File: config.mk
export PLATFORM = sky130hd
export DESIGN_NAME = hist_bin_reader
export DESIGN_NICKNAME = d
export VERILOG_FILES = /design/src/rtl/hist_bin_reader_pkg.sv /design/src/rtl/hist_skid_buf.sv /design/src/rtl/hist_bin_reader.sv
export SDC_FILE = /design/constraint.sdc
export NUM_CORES = 1
export LEC_CHECK = 0
export CORE_ASPECT_RATIO = 2
export CORE_UTILIZATION = 28
export DETAILED_ROUTE_END_ITERATION = 6
export HOLD_SLACK_MARGIN = 0.12
export PLACE_DENSITY = 0.55
export SYNTH_ARGS = -nofsm -noshare
export SYNTH_HDL_FRONTEND = slang
export SYNTH_SLANG_ARGS = --single-unit
File: constraint.sdc
create_clock -name RdClock -period 3.9 [get_ports RdClock]
set_input_delay 0.39 -clock RdClock [delete_from_list [all_inputs] [get_ports RdClock]]
set_output_delay 0.39 -clock RdClock [all_outputs]
set_load 0.02 [all_outputs]
File: src/rtl/hist_bin_reader_pkg.sv
// Shared constants and FSM state type for the histogram bin readout engine.
package hist_bin_reader_pkg;

    localparam int unsigned DATA_W   = 24;
    localparam int unsigned ADDR_W   = 10;
    localparam int unsigned NUM_BINS = 1 << ADDR_W;
    localparam int unsigned SUM_W    = DATA_W + ADDR_W;

    localparam logic [ADDR_W-1:0] LAST_BIN = ADDR_W'(NUM_BINS - 1);

    typedef enum logic [1:0] {
        StIdle,
        StRead,
        StDrain,
        StDone
    } state_e;

endpackage

File: src/rtl/hist_skid_buf.sv
// Two-entry FIFO of {last, data} that decouples RAM read latency from output backpressure.
module hist_skid_buf
    import hist_bin_reader_pkg::*;
#(
    parameter int unsigned WIDTH = DATA_W
) (
    input  logic             clk,
    input  logic             rst,
    input  logic             push,
    input  logic [WIDTH-1:0] push_data,
    input  logic             push_last,
    input  logic             pop,
    output logic [WIDTH-1:0] out_data,
    output logic             out_last,
    output logic             out_valid,
    output logic [1:0]       occupancy
);

    logic [WIDTH-1:0] data_q [2];
    logic [1:0]       last_q;
    logic             wr_ptr_q;
    logic             rd_ptr_q;
    logic [1:0]       count_q;

    always_ff @(posedge clk) begin
        if (rst) begin
            data_q[0] <= '0;
            data_q[1] <= '0;
            last_q    <= '0;
            wr_ptr_q  <= 1'b0;
            rd_ptr_q  <= 1'b0;
            count_q   <= '0;
        end else begin
            if (push) begin
                data_q[wr_ptr_q] <= push_data;
                last_q[wr_ptr_q] <= push_last;
                wr_ptr_q         <= ~wr_ptr_q;
            end
            if (pop) begin
                rd_ptr_q <= ~rd_ptr_q;
            end
            count_q <= count_q + {1'b0, push} - {1'b0, pop};
        end
    end

    assign out_data  = data_q[rd_ptr_q];
    assign out_last  = last_q[rd_ptr_q];
    assign out_valid = (count_q != 2'd0);
    assign occupancy = count_q;

endmodule

File: src/rtl/hist_bin_reader.sv
// Sweeps all histogram bins, streams counts on valid/ready, optionally clears each bin
// after it is read and accumulates the frame total.
module hist_bin_reader
    import hist_bin_reader_pkg::*;
(
    input  logic              RdClock,
    input  logic              Reset,
    input  logic              Start,
    input  logic              ClearOnRead,
    output logic              Busy,
    output logic              Done,
    output logic [SUM_W-1:0]  FrameSum,
    output logic [ADDR_W-1:0] RdAddress,
    output logic              RdClockEn,
    input  logic [DATA_W-1:0] Q,
    output logic [ADDR_W-1:0] WrAddress,
    output logic              WE,
    output logic              WrClockEn,
    output logic [DATA_W-1:0] Data,
    output logic [DATA_W-1:0] OutData,
    output logic              OutValid,
    input  logic              OutReady,
    output logic              OutLast
);

    state_e            state_q, state_d;
    logic [ADDR_W:0]   rd_addr_q, rd_addr_d;
    logic              clr_q;
    logic              inflight_q;
    logic [ADDR_W-1:0] tag_q;
    logic [SUM_W-1:0]  sum_q;
    logic              we_q;
    logic [ADDR_W-1:0] wr_addr_q;

    logic [1:0] occ;
    logic [2:0] credit_use;
    logic       push;
    logic       pop;
    logic       rd_en;
    logic       start_ok;

    assign push = inflight_q;
    assign pop  = OutValid & OutReady;

    // Buffer fill after this cycle's push/pop; a new read is only safe if it leaves a free slot.
    assign credit_use = {1'b0, occ} + {2'b00, inflight_q} - {2'b00, pop};

    // Counter MSB set means every bin has been issued.
    assign rd_en = (state_q == StRead) && !rd_addr_q[ADDR_W] && (credit_use < 3'd2);

    always_comb begin
        state_d   = state_q;
        rd_addr_d = rd_addr_q;
        start_ok  = 1'b0;
        unique case (state_q)
            StIdle: begin
                if (Start) begin
                    state_d   = StRead;
                    rd_addr_d = '0;
                    start_ok  = 1'b1;
                end
            end
            StRead: begin
                if (rd_en) begin
                    rd_addr_d = rd_addr_q + 1'b1;
                    if (rd_addr_q[ADDR_W-1:0] == LAST_BIN) begin
                        state_d = StDrain;
                    end
                end
            end
            StDrain: begin
                // Leave once the final beat is popping and nothing is left behind it.
                if (credit_use == 3'd0) begin
                    state_d = StDone;
                end
            end
            StDone: begin
                state_d = StIdle;
            end
            default: begin
                state_d = StIdle;
            end
        endcase
    end

    always_ff @(posedge RdClock) begin
        if (Reset) begin
            state_q    <= StIdle;
            rd_addr_q  <= '0;
            clr_q      <= 1'b0;
            inflight_q <= 1'b0;
            tag_q      <= '0;
            sum_q      <= '0;
            we_q       <= 1'b0;
            wr_addr_q  <= '0;
        end else begin
            state_q    <= state_d;
            rd_addr_q  <= rd_addr_d;
            inflight_q <= rd_en;
            if (rd_en) begin
                tag_q <= rd_addr_q[ADDR_W-1:0];
            end
            if (start_ok) begin
                clr_q <= ClearOnRead;
                sum_q <= '0;
            end else if (push) begin
                sum_q <= sum_q + SUM_W'(Q);
            end
            we_q <= push & clr_q;
            if (push) begin
                wr_addr_q <= tag_q;
            end
        end
    end

    hist_skid_buf #(
        .WIDTH(DATA_W)
    ) u_skid (
        .clk      (RdClock),
        .rst      (Reset),
        .push     (push),
        .push_data(Q),
        .push_last(tag_q == LAST_BIN),
        .pop      (pop),
        .out_data (OutData),
        .out_last (OutLast),
        .out_valid(OutValid),
        .occupancy(occ)
    );

    assign Busy      = (state_q != StIdle);
    assign Done      = (state_q == StDone);
    assign FrameSum  = sum_q;
    assign RdAddress = rd_addr_q[ADDR_W-1:0];
    assign RdClockEn = rd_en;
    assign WrAddress = wr_addr_q;
    assign WE        = we_q;
    assign WrClockEn = we_q;
    assign Data      = '0;

endmodule
======== Word level (Yosys, flattened, before mapping) ========
Memory sizes are Yosys's and may differ from the RTL's. A register that Yosys moved wholly into a read port is not among the register bits.
Index checks and enable logic that the tools add are counted.
word-level totals
  word-level logic and storage cells ...... 74
  input bits .............................. 29
  RAM bits ................................ 48
  memories kept ........................... 1
  flip-flop bits (word level) ............. 76
  output and inout port bits .............. 109
memories
  memory         depth  width  rd ports  clocked after Yosys merged registers in  wr ports  RTL line             text
  u_skid.data_q  2      24     1         1                                        2         hist_skid_buf.sv:19  logic [WIDTH-1:0] data_q [2];
cells by class
  add/subtract/negate cells ............... 6
  equal/unequal tests ..................... 9
  reduce and logical (&&, ||, !) cells .... 13
  magnitude comparators ................... 4
  muxes and demuxes ....................... 25
  bitwise operators ....................... 4
operator list
  kind                                                                           number
  34-bit by 24-bit adder with 34-bit output                                      1
  24-bit 2-to-1 mux                                                              1
  24-bit OR reduction                                                            1
  11-bit 2-to-1 mux                                                              2
  11-bit case mux with 2 select lines                                            1
  10-bit == test (second input constant)                                         2
  1-bit 2-to-1 mux                                                               14
  11-bit by 1-bit adder with 11-bit output (second input constant)               1
  2-bit 2-to-1 mux                                                               4
  2-bit case mux with 4 select lines                                             1
  2-bit != test (second input constant)                                          3
  2-bit nonzero test                                                             3
  2-bit == test (second input constant)                                          2
  1-bit by 2-bit less-than comparator with 1-bit output (second input constant)  2
  4-bit AND reduction                                                            1
  2-bit by 1-bit adder with 3-bit output                                         1
  1-bit logical AND                                                              3
  3-bit zero test                                                                1
  3-bit by 2-bit less-than comparator with 1-bit output (second input constant)  1
  3-bit AND reduction                                                            1
  3-bit by 1-bit subtractor with 3-bit output                                    1
  2-bit by 1-bit adder with 2-bit output                                         1
  1-bit AND                                                                      2
  2-bit bitwise mux                                                              1
  9 further kinds                                                                10

======== Logic depth before layout (Yosys ltp) ========
Gate-level depths: netlist of the first run.
  depth in word-level cells ............... 7
  gate-level depth with buffers ........... 15
  mapped depth without buffers ............ 14

======== Hierarchy ========
A second synthesis of the first run with hierarchy kept.
unflattened totals
  cells, all modules ...................... 697
  area, all modules ....................... 6785.3 um2
by module, submodules not included
  module           area an instance (um2)  times used  cells an instance  sequential area each (um2)
  hist_bin_reader  4277.9                  1           511                1401.3
  hist_skid_buf    2507.4                  1           186                1581.5

======== Worst setup path before layout of the first run ========
Ideal clock, no wire load.
  path type ............................... register to register
  from .................................... register u_skid.count_q[1] (netlist: u_skid.occupancy[1])
  to ...................................... register rd_addr_q[9]
  path buffers ............................ 1
  required time ........................... 3.830 ns
  arrival time ............................ 2.914 ns
  slack ................................... 0.915 ns
  period minus slack after synthesis ...... 2.985 ns
  stages on the path, launching flop included .. 14
  library setup time ...................... 0.070 ns
  cell sequence ........................... dfxtp_1 > inv_1 > nand2_1 > and2_1 > ha_1 > inv_1 > ha_1 > fa_1 > xor2_1 > and4bb_2 > buf_4 > nand3_2 > or4_1 > a21oi_1
between the ends
  cells in the longest elaborated chain, start to end .. 7
  elaborated cells between the ends (all ways) .. 8
  classes of those cells .................. 2 x add/sub; 1 x order compare; 1 x eq/ne; 1 x bitwise; 3 x reduce/logical
RTL lines
  element                                                RTL line               text
  from (decl)                                            hist_skid_buf.sv:23    logic [1:0] count_q;
  from (signal assigned)                                 hist_skid_buf.sv:42    count_q <= count_q + {1'b0, push} - {1'b0, pop};
  2-bit nonzero test                                     hist_skid_buf.sv:48    assign out_valid = (count_q != 2'd0);
  net OutValid                                           hist_bin_reader.sv:21  output logic OutValid,
  1-bit AND                                              hist_bin_reader.sv:43  assign pop = OutValid & OutReady;
  net pop                                                hist_bin_reader.sv:38  logic pop;
  3-bit by 1-bit subtractor with 3-bit output            hist_bin_reader.sv:46  assign credit_use = {1'b0, occ} + {2'b00, inflight_q} - {2'b00, pop};
  3-bit by 2-bit less-than comparator with 1-bit output  hist_bin_reader.sv:49  assign rd_en = (state_q == StRead) && !rd_addr_q[ADDR_W] && (credit_use < 3'd2);
  1-bit logical AND                                      hist_bin_reader.sv:49
  2-bit != test (no source line)                         --
  3-bit AND reduction (no source line)                   --
  to (signal assigned)                                   hist_bin_reader.sv:98  rd_addr_q <= rd_addr_d;
  to (decl)                                              hist_bin_reader.sv:27  logic [ADDR_W:0] rd_addr_q, rd_addr_d;
The timed path passes the listed nets, and every way through them passes these cells.
A chain may end at the register's enable or synchronous reset.

======== Worst setup path after layout of the first run ========
  from .................................... register u_skid.count_q[1] (netlist: u_skid.occupancy[1])
  to ...................................... output port RdClockEn
between the ends
  cells in the longest elaborated chain, start to end .. 5
  elaborated cells between the ends (all ways) .. 6
  classes of those cells .................. 2 x add/sub; 1 x order compare; 1 x bitwise; 2 x reduce/logical
RTL lines
  element                                                RTL line               text
  2-bit nonzero test                                     hist_skid_buf.sv:48
  1-bit AND                                              hist_bin_reader.sv:43
  net pop                                                hist_bin_reader.sv:38
  3-bit by 1-bit subtractor with 3-bit output            hist_bin_reader.sv:46
  3-bit by 2-bit less-than comparator with 1-bit output  hist_bin_reader.sv:49
  1-bit logical AND                                      hist_bin_reader.sv:49
  to (decl)                                              hist_bin_reader.sv:14  output logic RdClockEn,
The timed path passes the listed nets, and every way through them passes these cells.

==> impl_metrics.ini, run 1 <==
[grt]
grt_start_max_net_pins = 52
grt_antenna_before_repair = 1
grt_pass1_vias = 5376
grtUsageTotal_pct = 15.4
gr-total-overflow = 0
grt_pass1_wl_um = 29600

[routing]
totalWireLength_um = 18900
vias_per_cell = 4.67
antenna_left = 0
firstDrtPassIters = 5
drtIter0Drc = 248
drc = 0
wl_per_cell_um = 16.1
via_count = 5457

[placed_design]
numPortBuffers = 113
gp_congestion = 0.873
place_hpwl_um = 14100

[floorplan]
ioPinCount = 138
rows = 81
die_y_um = 226
fp.dieW_um = 114
core_region_area_mm2 = 0.0245
dieArea_mm2 = 0.0257
initial_utilization_pct = 28.5

[layout]
drive_above_1_share_pct = 12.1
final_cell_mix = clkdlybuf4s50_1, dfxtp_1, nor2_1
final_common_cell = clkdlybuf4s50_1
fillers = 2552
finalNetCount = 884
utilization_pct = 36.2
area_growth_pct = 27.0

[sta]
fin_skew_ps = 7.39
setup_violations = 0
hold_violations = 0
slew_viol_final = 0
post-route-min-period_ps = 3550
rsz0062_at_grt = false
worst_pin_slew_ps = 775
timing.final.crit_share_pct = 91.0
maxSlewHeadroom_pct = 48.1
max_freq_ghz = 0.282
fin_setup_tns_ps = 0

[synthesis]
ys.flop_type = dfxtp_1
seq_area_frac_synth_pct = 42.6
yosysUniqueCellTypes = 72
avgSynthCellArea_um2 = 9.70
ys_seq_elements = 125
synth_edf_count = 48
async_flop_share_pct = 0
postSynthCellCount = 721
syn_area_mm2 = 0.00699
yosys_warnings = 0

[clocking]
htreeDepth = 4
ctsResizeCount = 0
hold_buffers = 0
root_buffer = clkbuf_16
cts_tree = yes
clock-sinks = 125
insertion_delay_ps = 420
post_cts_buffers = 0
cts-buffers-inserted = 17
clk_pin_slew_worst_paths_ps = 60
clockBufferDepth = 2

[hold_path]
hp-class = reg -> reg

[power_and_ir_drop]
power_leakage_nw = 3.41
power.density_mw_per_mm2 = 552
total_power_mw = 4.90
vdd_drop_max_mv = 0.319

[run_status]
status = complete, no violations

[worst_setup_path]
slowest_delay_ps = 660
cp_cell_sequence = inv_1 > nand2_1 > and2_1 > ha_1 > inv_1 > ha_1 > fa_1 > xor2_1 > and4bb_2 > clkdlybuf4s50_1
worstSetupPathType = reg -> out
cp.arrival_ps = 3160
reg2reg_slack_ps = 710
critPathCaptureType = primary output
cp-start-kind = flop
required_ps = 3510
cp_slowest_cell = clkdlybuf4s50_1
crit_fanout = 5

[run]
drv_cap = 0
==> area by class of cell <==
cell class              count  area [µm²]  share of cell area [%]
diodes                      1        2.50                  0.0282
clock buffers              19         447                    5.03
clock inverters            13         128                    1.44
inverters                  19        71.3                   0.803
multi-input cells         535        3620                    40.8
flip-flops and latches    125        2980                    33.6
well taps                 332         415                    4.67
repair buffers            124        1210                    13.7
==> layer usage <==
layer	routed length, µm	global-route usage [%]
met1	6730	14.6
met2	11000	30.7
met3	712	3.34
met4	447	6.83
met5	0	0
==> cell families (layout without fill, tap and decap cells) <==
family / Yosys count / after routing / share of synthesized area, %
AOI/OAI and AO/OA: 137 / 137 / 13.3
xor gates and xnor gates: 16 / 16 / 2.00
adders and majority gates: 33 / 33 / 6.12
buffers and inverters: 84 / 175 / 6.96
DFF: 125 / 125 / 42.6
muxes: 61 / 61 / 9.23
other: 1 / 25 / 0.0536
and+or+nand+nor: 264 / 264 / 19.7
==> sequential cells by signal, indices dropped and copies added, names as in the netlist, 2 cells and up, named ones only <==
| signal | cells |
|---|---|
| u_skid.data_q | 48 |
| u_skid.occupancy | 2 |
| FrameSum | 34 |
| WrAddress | 10 |
| u_skid.last_q | 2 |
| rd_addr_q | 11 |
| state_q | 2 |
| tag_q | 10 |
==> power breakdown <==
| part | switching [mW] | internal (mW) |
|---|---|---|
| clock | 0.640 | 0.913 |
| combinational | 0.994 | 0.762 |
| sequential | 0.0767 | 1.52 |
| total | 1.71 | 3.19 |
==> path summary, 6_finish.rpt <==
path,depth (start not counted),to,from
worst max-delay path,10,RdClockEn,u_skid.occupancy[1]$_SDFF_PP0_
worst min-delay path,2,clr_q$_SDFFE_PP0P_,clr_q$_SDFFE_PP0P_
worst max register to register,13,rd_addr_q[9]$_SDFFE_PP0P_,u_skid.occupancy[1]$_SDFF_PP0_
worst min register to register,2,clr_q$_SDFFE_PP0P_,clr_q$_SDFFE_PP0P_
==> worst max-delay path: cells and delay by family (launching register included) <==
family | cells | cell delay, ps
flip-flops | 1 | 320
AND/OR/NAND/NOR | 3 | 590
buffers and inverters | 3 | 800
XOR/XNOR | 1 | 200
adder cells (fa/ha/maj) | 3 | 830
==> synthesized netlist by cell type (15+ instances only) <==
cell | n | area, µm²
buf_4 | 36 | 270
nor2_1 | 62 | 233
clkbuf_1 | 21 | 78.8
edfxtp_1 | 48 | 1440
dfxtp_1 | 77 | 1540
nand2_1 | 53 | 199
mux2_2 | 24 | 270
nand3_1 | 23 | 115
mux2i_1 | 36 | 360
o21ai_0 | 24 | 120
ha_1 | 31 | 388
a21oi_1 | 39 | 195
a21o_1 | 17 | 128
inv_1 | 19 | 71.3
nor3_1 | 15 | 75.1
and2_1 | 50 | 313
==> per-stage QoR <==
stage	instance area (µm²)	setup WS, ps	hold WS, ps	instances
2_1_floorplan	7080	915	432	744
5_1_grt	8890	141	469	1168
6_report	8890	350	456	1168
3_3_place_gp	8310	425	444	1135
4_1_cts	8880	276	460	1167
3_5_place_dp	8310	444	451	1135
Power figures use the tool's default switching activity.
==> inputs of run 2 (changes only) <==
--- a/config.mk
+++ b/config.mk
@@ -6,6 +6,7 @@
 export NUM_CORES = 1
 export LEC_CHECK = 0
 export CORE_ASPECT_RATIO = 2
+export CORE_MARGIN = 3
 export CORE_UTILIZATION = 28
 export DETAILED_ROUTE_END_ITERATION = 6
 export HOLD_SLACK_MARGIN = 0.12
==> run 2 against run 1 <==
  * Hold slack worse by 2.4 ps
  * Largest power group unchanged
  * Critical path type unchanged
  * Via count fell by 0.79%
  * Critical endpoint unchanged
  * Wire length grew 0.42%
  * Combinational power about the same
==> impl_metrics.ini, run 2 (synthesized netlist as in run 1, its figures left out) <==
[grt]
grtUsageTotal_pct = 14.2
grt_pass1_vias = 5487
grt_antenna_before_repair = 0
gr-total-overflow = 0
grt_start_max_net_pins = 52
grt_pass1_wl_um = 30100

[sta]
rsz0062_at_grt = false
hold_violations = 0
setup_violations = 0
timing.final.crit_share_pct = 91.9
worst_pin_slew_ps = 1040
fin_skew_ps = 9.40
postLayoutSetupSlackWorst_ps = 317
maxSlewHeadroom_pct = 30.7
fin_setup_tns_ps = 0
post-route-min-period_ps = 3580
slew_viol_final = 0
max_freq_ghz = 0.279

[worst_setup_path]
worstSetupPathType = reg -> out
crit_fanout = 5
cp-start-kind = flop
reg2reg_slack_ps = 780
ff2ff_path_depth = 14
cp.arrival_ps = 3190
required_ps = 3510
critPathCaptureType = primary output

[power_and_ir_drop]
power.share.switching_pct = 34.8
switching_power_mw = 1.73
vdd_drop_max_mv = 0.281
power_leakage_nw = 3.42
seqPwrFrac_pct = 32.1
share_comb_of_total_power_pct = 35.9
clkPwrFrac_pct = 32.0
internal_power_mw = 3.23
power.density_mw_per_mm2 = 556

[layout]
fillers = 2546
seq_area_mm2 = 0.00298
finalNetCount = 883
top_register = u_skid.data_q
final_common_cell = clkdlybuf4s50_1
largest_register_ffs = 48
multi_input_area_mm2 = 0.00364
n_antenna_cell = 0
final_cell_mix = clkdlybuf4s50_1, dfxtp_1, nor2_1
drive_above_1_share_pct = 12.0
area_growth_pct = 27.4

[routing]
firstDrtPassIters = 6
antenna_left = 0
vias_per_cell = 4.64
wl_per_cell_um = 16.2
totalWireLength_um = 18900
drc = 0
drtIter0Drc = 191
via_count = 5414

[clocking]
root_buffer = clkbuf_16
hold_buffers = 0
cts-buffers-inserted = 17
clock-sinks = 125
htreeDepth = 4
clk_pin_slew_worst_paths_ps = 60
clockBufferDepth = 2
post_cts_buffers = 0
insertion_delay_ps = 430
cts_tree = yes
ctsResizeCount = 0

[floorplan]
ioPinCount = 138
fp.dieW_um = 118
rows = 81
die_y_um = 230
dieArea_mm2 = 0.0270
initial_utilization_pct = 28.5
core_region_area_mm2 = 0.0245

[run]
drv_cap = 0

[placed_design]
gp_congestion = 0.915
place_hpwl_um = 14400
numPortBuffers = 113
pre_cts_ws_ps = 453

[hold_path]
whs_path_depth = 2
hp-class = reg -> reg

[run_status]
status = complete, no violations
## run 2: cell count changes in the layout (fill, tap and decap cells not counted), moves of 2 or more
cell / change
inv_8: +2
inv_6: -2
clkbuf_16: +2
nor3b_2: -2
nor3b_4: +2
## run 2: critical path, cell delays in order (launching register included)
cell and delay, ps:
dfxtp_1 320, inv_1 100, nand2_1 80, and2_1 180, ha_1 270, inv_1 40
ha_1 180, fa_1 370, xor2_1 190, and4bb_2 330, clkdlybuf4s50_1 690
## run 2: per-stage QoR
step	utilization, %	power, mW	hold slack, ps	cells	area, µm²
global placement	33.9	3.42	444	1134	8310
detailed placement	33.9	3.43	448	1134	8310
floorplan	-	2.80	432	744	7080
CTS	36.3	5.04	458	1166	8910
global route	36.3	5.23	499	1166	8910
finish	36.3	4.96	454	1166	8910
## run 2: layout make-up
cell class	count	area share (%)
clock buffer	21	5.64
timing repair buffer	123	13.5
sequential	125	33.5
clock inverter	11	1.05
multi-input combinational	535	40.8
tap	332	4.66
inverter	19	0.800
## run 2: power by group through the flow
stage	clock [mW]	combinational [mW]	sequential, mW
2_1_floorplan	0	1.16	1.65
3_3_place_gp	0	1.80	1.62
3_5_place_dp	0	1.81	1.62
4_1_cts	1.63	1.81	1.60
5_1_grt	1.68	1.93	1.61
6_report	1.58	1.78	1.59
## run 2: layer usage
layer	global-route usage, %	vias to the layer above	part of all wire [%]
li1	-	2708	-
met1	13.6	2564	35
met2	28.5	119	59
met3	3.31	23	4.1
met4	5.91	0	2.0
met5	0	-	0
## run 2: worst paths after layout
check	endpoint	startpoint
worst min register to register	clr_q$_SDFFE_PP0P_	clr_q$_SDFFE_PP0P_
worst max register to register	state_q[0]$_SDFFE_PP0P_	u_skid.occupancy[1]$_SDFF_PP0_
worst max-delay path	RdClockEn	u_skid.occupancy[1]$_SDFF_PP0_
worst min-delay path	clr_q$_SDFFE_PP0P_	clr_q$_SDFFE_PP0P_
==> inputs of run 3 (changes only) <==
--- a/config.mk
+++ b/config.mk
@@ -6,7 +6,7 @@
 export NUM_CORES = 1
 export LEC_CHECK = 0
 export CORE_ASPECT_RATIO = 2
-export CORE_MARGIN = 3
+export CORE_MARGIN = 4
 export CORE_UTILIZATION = 28
 export DETAILED_ROUTE_END_ITERATION = 6
 export HOLD_SLACK_MARGIN = 0.12
==> run 3 against run 2 <==
  * Maximum frequency down 2.2%
  * Flip-flop and latch count unchanged
  * Global-route usage fell by 0.38 points
  * Cell area about the same
  * Wire length rose by 0.26%
  * Via count grew 0.13%
==> impl_metrics.ini, run 3 (synthesized netlist as in run 1, its figures left out) <==
[hold_path]
hp-class = reg -> reg
hold_start = clr_q$_SDFFE_PP0P_
whs_path_depth = 2

[floorplan]
fp.dieW_um = 120
ioPinCount = 138
initial_utilization_pct = 28.5
die_y_um = 232
core_region_area_mm2 = 0.0245
rows = 81
dieArea_mm2 = 0.0277

[grt]
grt_antenna_before_repair = 0
grtUsageTotal_pct = 13.9
grt_start_max_net_pins = 52
grt_pass1_vias = 5487
gr-total-overflow = 0
grt_pass1_wl_um = 29300

[run_status]
status = complete, no violations

[layout]
drive_above_1_share_pct = 12.0
largest_register_ffs = 48
n_antenna_cell = 0
fillers = 2509
area_growth_pct = 27.5
top_register = u_skid.data_q
finalNetCount = 883
final_common_cell = clkdlybuf4s50_1
final_cell_mix = clkdlybuf4s50_1, dfxtp_1, nor2_1

[worst_setup_path]
worst-path-stages = 10
cp_cell_sequence = inv_1 > nand2_1 > and2_1 > ha_1 > inv_1 > ha_1 > fa_1 > xor2_1 > and4bb_2 > clkdlybuf4s50_1
critPathCaptureType = primary output
cp.arrival_ps = 3270
ff2ff_path_depth = 12
crit_buf_inv = 3
cp_slowest_cell = clkdlybuf4s50_1
crit_start = u_skid.occupancy[1]$_SDFF_PP0_
crit_fanout = 9
path_delay_family = adder cells
required_ps = 3510
worstSetupPathType = reg -> out
rr_startpoint = u_skid.occupancy[1]$_SDFF_PP0_
slowest_delay_ps = 660
cp-start-kind = flop

[clocking]
clock-sinks = 125
cts-buffers-inserted = 17
ctsResizeCount = 0
root_buffer = clkbuf_16
clk_pin_slew_worst_paths_ps = 60
clockBufferDepth = 2
cts_tree = yes
hold_buffers = 0
post_cts_buffers = 0
htreeDepth = 4
insertion_delay_ps = 430

[sta]
maxSlewHeadroom_pct = 53.9
max_freq_ghz = 0.273
rsz0062_at_grt = false
slew_viol_final = 0
timing.final.crit_share_pct = 93.9
fin_skew_ps = 13.5
setup_violations = 0
worst_pin_slew_ps = 692
holdWs_ps = 455
hold_violations = 0
post-route-min-period_ps = 3660
fin_setup_tns_ps = 0

[placed_design]
place_hpwl_um = 14500
numPortBuffers = 113
gp_congestion = 0.915

[routing]
highest_layer = met4
via_count = 5421
drtIter0Drc = 191
wl_per_cell_um = 16.3
firstDrtPassIters = 4
totalWireLength_um = 19000
vias_per_cell = 4.65
antenna_left = 0
wl_met1_um = 6550
met3WireLength_um = 880
met2_length_um = 11000
drc = 0

[run]
drv_cap = 0

[power_and_ir_drop]
vdd_drop_max_mv = 0.292
power.density_mw_per_mm2 = 559
power_leakage_nw = 3.43
[run 3: layer usage]
| layer | up-vias | track usage (%) |
|---|---|---|
| met2 | 137 | 27.3 |
| met3 | 37 | 3.42 |
| li1 | 2697 | - |
| met4 | 0 | 7.17 |
| met1 | 2550 | 12.8 |
| met5 | - | 0 |
[run 3: report_power, final]
part | switching, mW | internal (mW)
clock | 0.688 | 0.955
combinational | 0.989 | 0.756
sequential | 0.0792 | 1.52
[run 3: final timing paths]
kind / to / slack [ps]
worst max register to register: rd_addr_q[9]$_SDFFE_PP0P_ / 690
worst min-delay path: clr_q$_SDFFE_PP0P_ / 450
worst min register to register: clr_q$_SDFFE_PP0P_ / 450
worst max-delay path: RdClockEn / 240
[run 3: cell type report]
cell class,count,area (µm²),area share [%]
timing repair buffer,123,1210,13.5
inverter,19,71.3,0.800
clock buffer,18,450,5.05
multi-input combinational,535,3620,40.7
tap,332,415,4.66
clock inverter,14,164,1.84
sequential,125,2980,33.5
[run 3: per-stage QoR]
step	cell area (µm²)	power, mW	util, %	std cells	setup slack [ps]
after floorplan	7080	2.80	-	744	915
after global placement	8300	3.39	33.8	1134	424
after detailed placement	8300	3.40	33.8	1134	384
after CTS	8920	5.07	36.4	1166	195
after global routing	8920	5.26	36.4	1166	64.9
final	8920	4.98	36.4	1166	236
[run 3: worst reg2reg max path, cell delays in order, from the launching register on]
cell and delay, ps:
dfxtp_1 320, inv_1 100, nand2_1 80, and2_1 180, ha_1 270, inv_1 40, ha_1 180, fa_1 380
xor2_1 210, and4bb_2 430, nand3_2 240, or4_1 560, a21oi_1 150
==> RTL edit (config.mk and constraints of run 2) <==
`ADDR_W`: 10 -> 9.
--- a/src/rtl/hist_bin_reader_pkg.sv
+++ b/src/rtl/hist_bin_reader_pkg.sv
@@ -3,5 +3,5 @@
 
     localparam int unsigned DATA_W   = 24;
-    localparam int unsigned ADDR_W   = 10;
+    localparam int unsigned ADDR_W   = 9;
     localparam int unsigned NUM_BINS = 1 << ADDR_W;
     localparam int unsigned SUM_W    = DATA_W + ADDR_W;
Interface: changed (resized FrameSum, RdAddress and WrAddress); port bits go from 138 to 135. No check against the original RTL was run, so the function may have changed too.
==> RTL edit against run 2 <==
- final cell count is 12% lower
- sequential cell count is 4 lower
- setup slack worse by 0.0019 ns
- cell area is 7.3% lower
- global-route usage is 0.35 points lower
- power is 2.8% lower
- highest routed layer unchanged
- routed wire length is 13% lower
- area after synthesis is 8.8% lower
==> RTL edit: results (changes against run 2) <==
metric,value,unit,change
CTS root buf,clkbuf_16,,
r2r setup slk,0.69,ns,-0.09 ns
register with the most flip-flops,u_skid.data_q,,
placed insts,998,,-12%
postcts setup bufs,0,,unchanged
initial DRC count,128,,-33%
Total Wirelength,16500,um,-13%
"top cells by count, synth","dfxtp_1, nor2_1, and2_1",,
vias in the first global route,4784,,-13%
GRT Util Overall,13.9,%,-0.35 points
met3 WL,978,um,+26%
Port Buffers,110,,-2.7%
R2R Path Start,u_skid.occupancy[1]$_SDFF_PP0_,,
min-delay src,u_skid.last_q[1]$_SDFFE_PP0P_,,
detailed-route via count,4774,,-12%
FF-to-FF End,rd_addr_q[7]$_SDFFE_PP0P_,,
DP Wirelength,12300,um,-14%
Clock H-tree levels,4,,unchanged
HP Class,flop to flop,,
Worst-Margin Slew,0.617,ns,-0.422 ns
Yosys warnings,0,,unchanged
Critical Path Fanout Max,3,,-2
hold_ws,0.481,ns,+0.0269 ns
Final WS setup,0.315,ns,-0.00190 ns
first-pass GRT wire length,26100,um,-13%
Post-synth ARST share,0,%,unchanged
count of cell types in the netlist,57,,-21%
"EDFF count, synth",48,,unchanged
"Slowest-stage cell, CP",clkdlybuf4s50_1,,
status,"finished, final reports clean",,
detailed route wirelength on metal2,9360,um,-16%
Top Layer Used,met4,,
CP max stage delay,0.68,ns,
worst IR drop on VDD,427,uV,+52%
Final #Nets,804,,-8.9%
largest net degree at the start of global routing,44,,-15%
post-synthesis sequential area ratio,45.5,%,+2.9 points
hold endpoint,u_skid.last_q[1]$_SDFFE_PP0P_,,
1st-pass router iterations,4,,-2
fraction of layout cells with a size suffix above 1,10.5,%,-1.5 points
initial antenna violation count,0,,unchanged
ANT cells,0,,unchanged
Leak,3.24,nW,-5.3%
met1 wire length,5700,um,-14%
Main synth FF type,dfxtp_1,,
synth top area cells,"dfxtp_1, edfxtp_1, ha_1",,
CTS Buffer Depth,2,,unchanged
Avg Vias per Cell,4.63,,-0.18%
worst slack at placement,0.356,ns,-0.0964 ns
Synth Instances,635,,-12%
Routability Congestion,0.816,,-11%
Worst-path clk slew,0.05,ns,
skew final,0.00670,ns,-0.00270 ns
worst reg-to-reg path cell count,13,,-1
MaxCap Viol Count,0,,unchanged
clock buffer count from CTS,17,,unchanged
## RTL edit: critical path, delay by kind of cell (launching register included)
family	cells	cell delay [ns]
buf+inv	3	0.82
fa+ha+maj	3	0.82
simple gates	3	0.63
flops	1	0.33
xor+xnor	1	0.16
## RTL edit: final cells by class
type                    count  area, um2
inverters                  15       56.3
well taps                 276        345
flip-flops and latches    121       2900
clock buffers              26        543
multi-input cells         464       3170
clock inverters             6       55.1
repair buffers            122       1190
fillers                  2234      14000
## RTL edit: worst max-delay path by stage
stage / startpoint / endpoint / cells after the start
floorplan: u_skid.occupancy[1]$_SDFF_PP0_ / tag_q[0]$_SDFFE_PP0P_ / 12
global placement: Q[0] / FrameSum[32]$_SDFFE_PP0P_ / 11
detailed placement: Q[0] / FrameSum[32]$_SDFFE_PP0P_ / 11
CTS: u_skid.occupancy[1]$_SDFF_PP0_ / RdClockEn / 10
global route: u_skid.occupancy[1]$_SDFF_PP0_ / RdClockEn / 10
finish: u_skid.occupancy[1]$_SDFF_PP0_ / RdClockEn / 10
## RTL edit: cells by family (layout without fill, tap and decap cells)
| group | count (synthesis) | count (layout) | share of synthesized area [%] |
|---|---|---|---|
| buffers and inverters | 73 | 169 | 6.32 |
| AO/OA/AOI/OAI | 102 | 102 | 10.7 |
| flip-flops | 121 | 121 | 45.5 |
| XOR/XNOR | 34 | 34 | 4.67 |
| adder cells (fa/ha/maj) | 34 | 34 | 6.90 |
| AND/OR/NAND/NOR | 215 | 215 | 16.8 |
| multiplexers | 55 | 55 | 9.10 |
| other | 1 | 24 | 0.0588 |
## RTL edit: metal layers
layer | vias to the layer above | track usage (%)
met4 | 0 | 6.54
li1 | 2383 | -
met1 | 2242 | 13.6
met2 | 126 | 26.4
met3 | 23 | 3.90
met5 | - | 0
## RTL edit: through the flow
stage	cell area [um2]	util [%]	power, mW
after detailed placement	7670	34.4	3.30
after CTS	8260	37.1	4.91
after global routing	8260	37.1	5.11
after floorplan	6460	-	2.70
final	8260	37.1	4.82
after global placement	7670	34.4	3.30
## RTL edit: report_power, final
group	internal [mW]	total, mW	switching [mW]
sequential	1.48	1.57	0.0839
clock	1.02	1.57	0.556
combinational	0.752	1.68	0.926
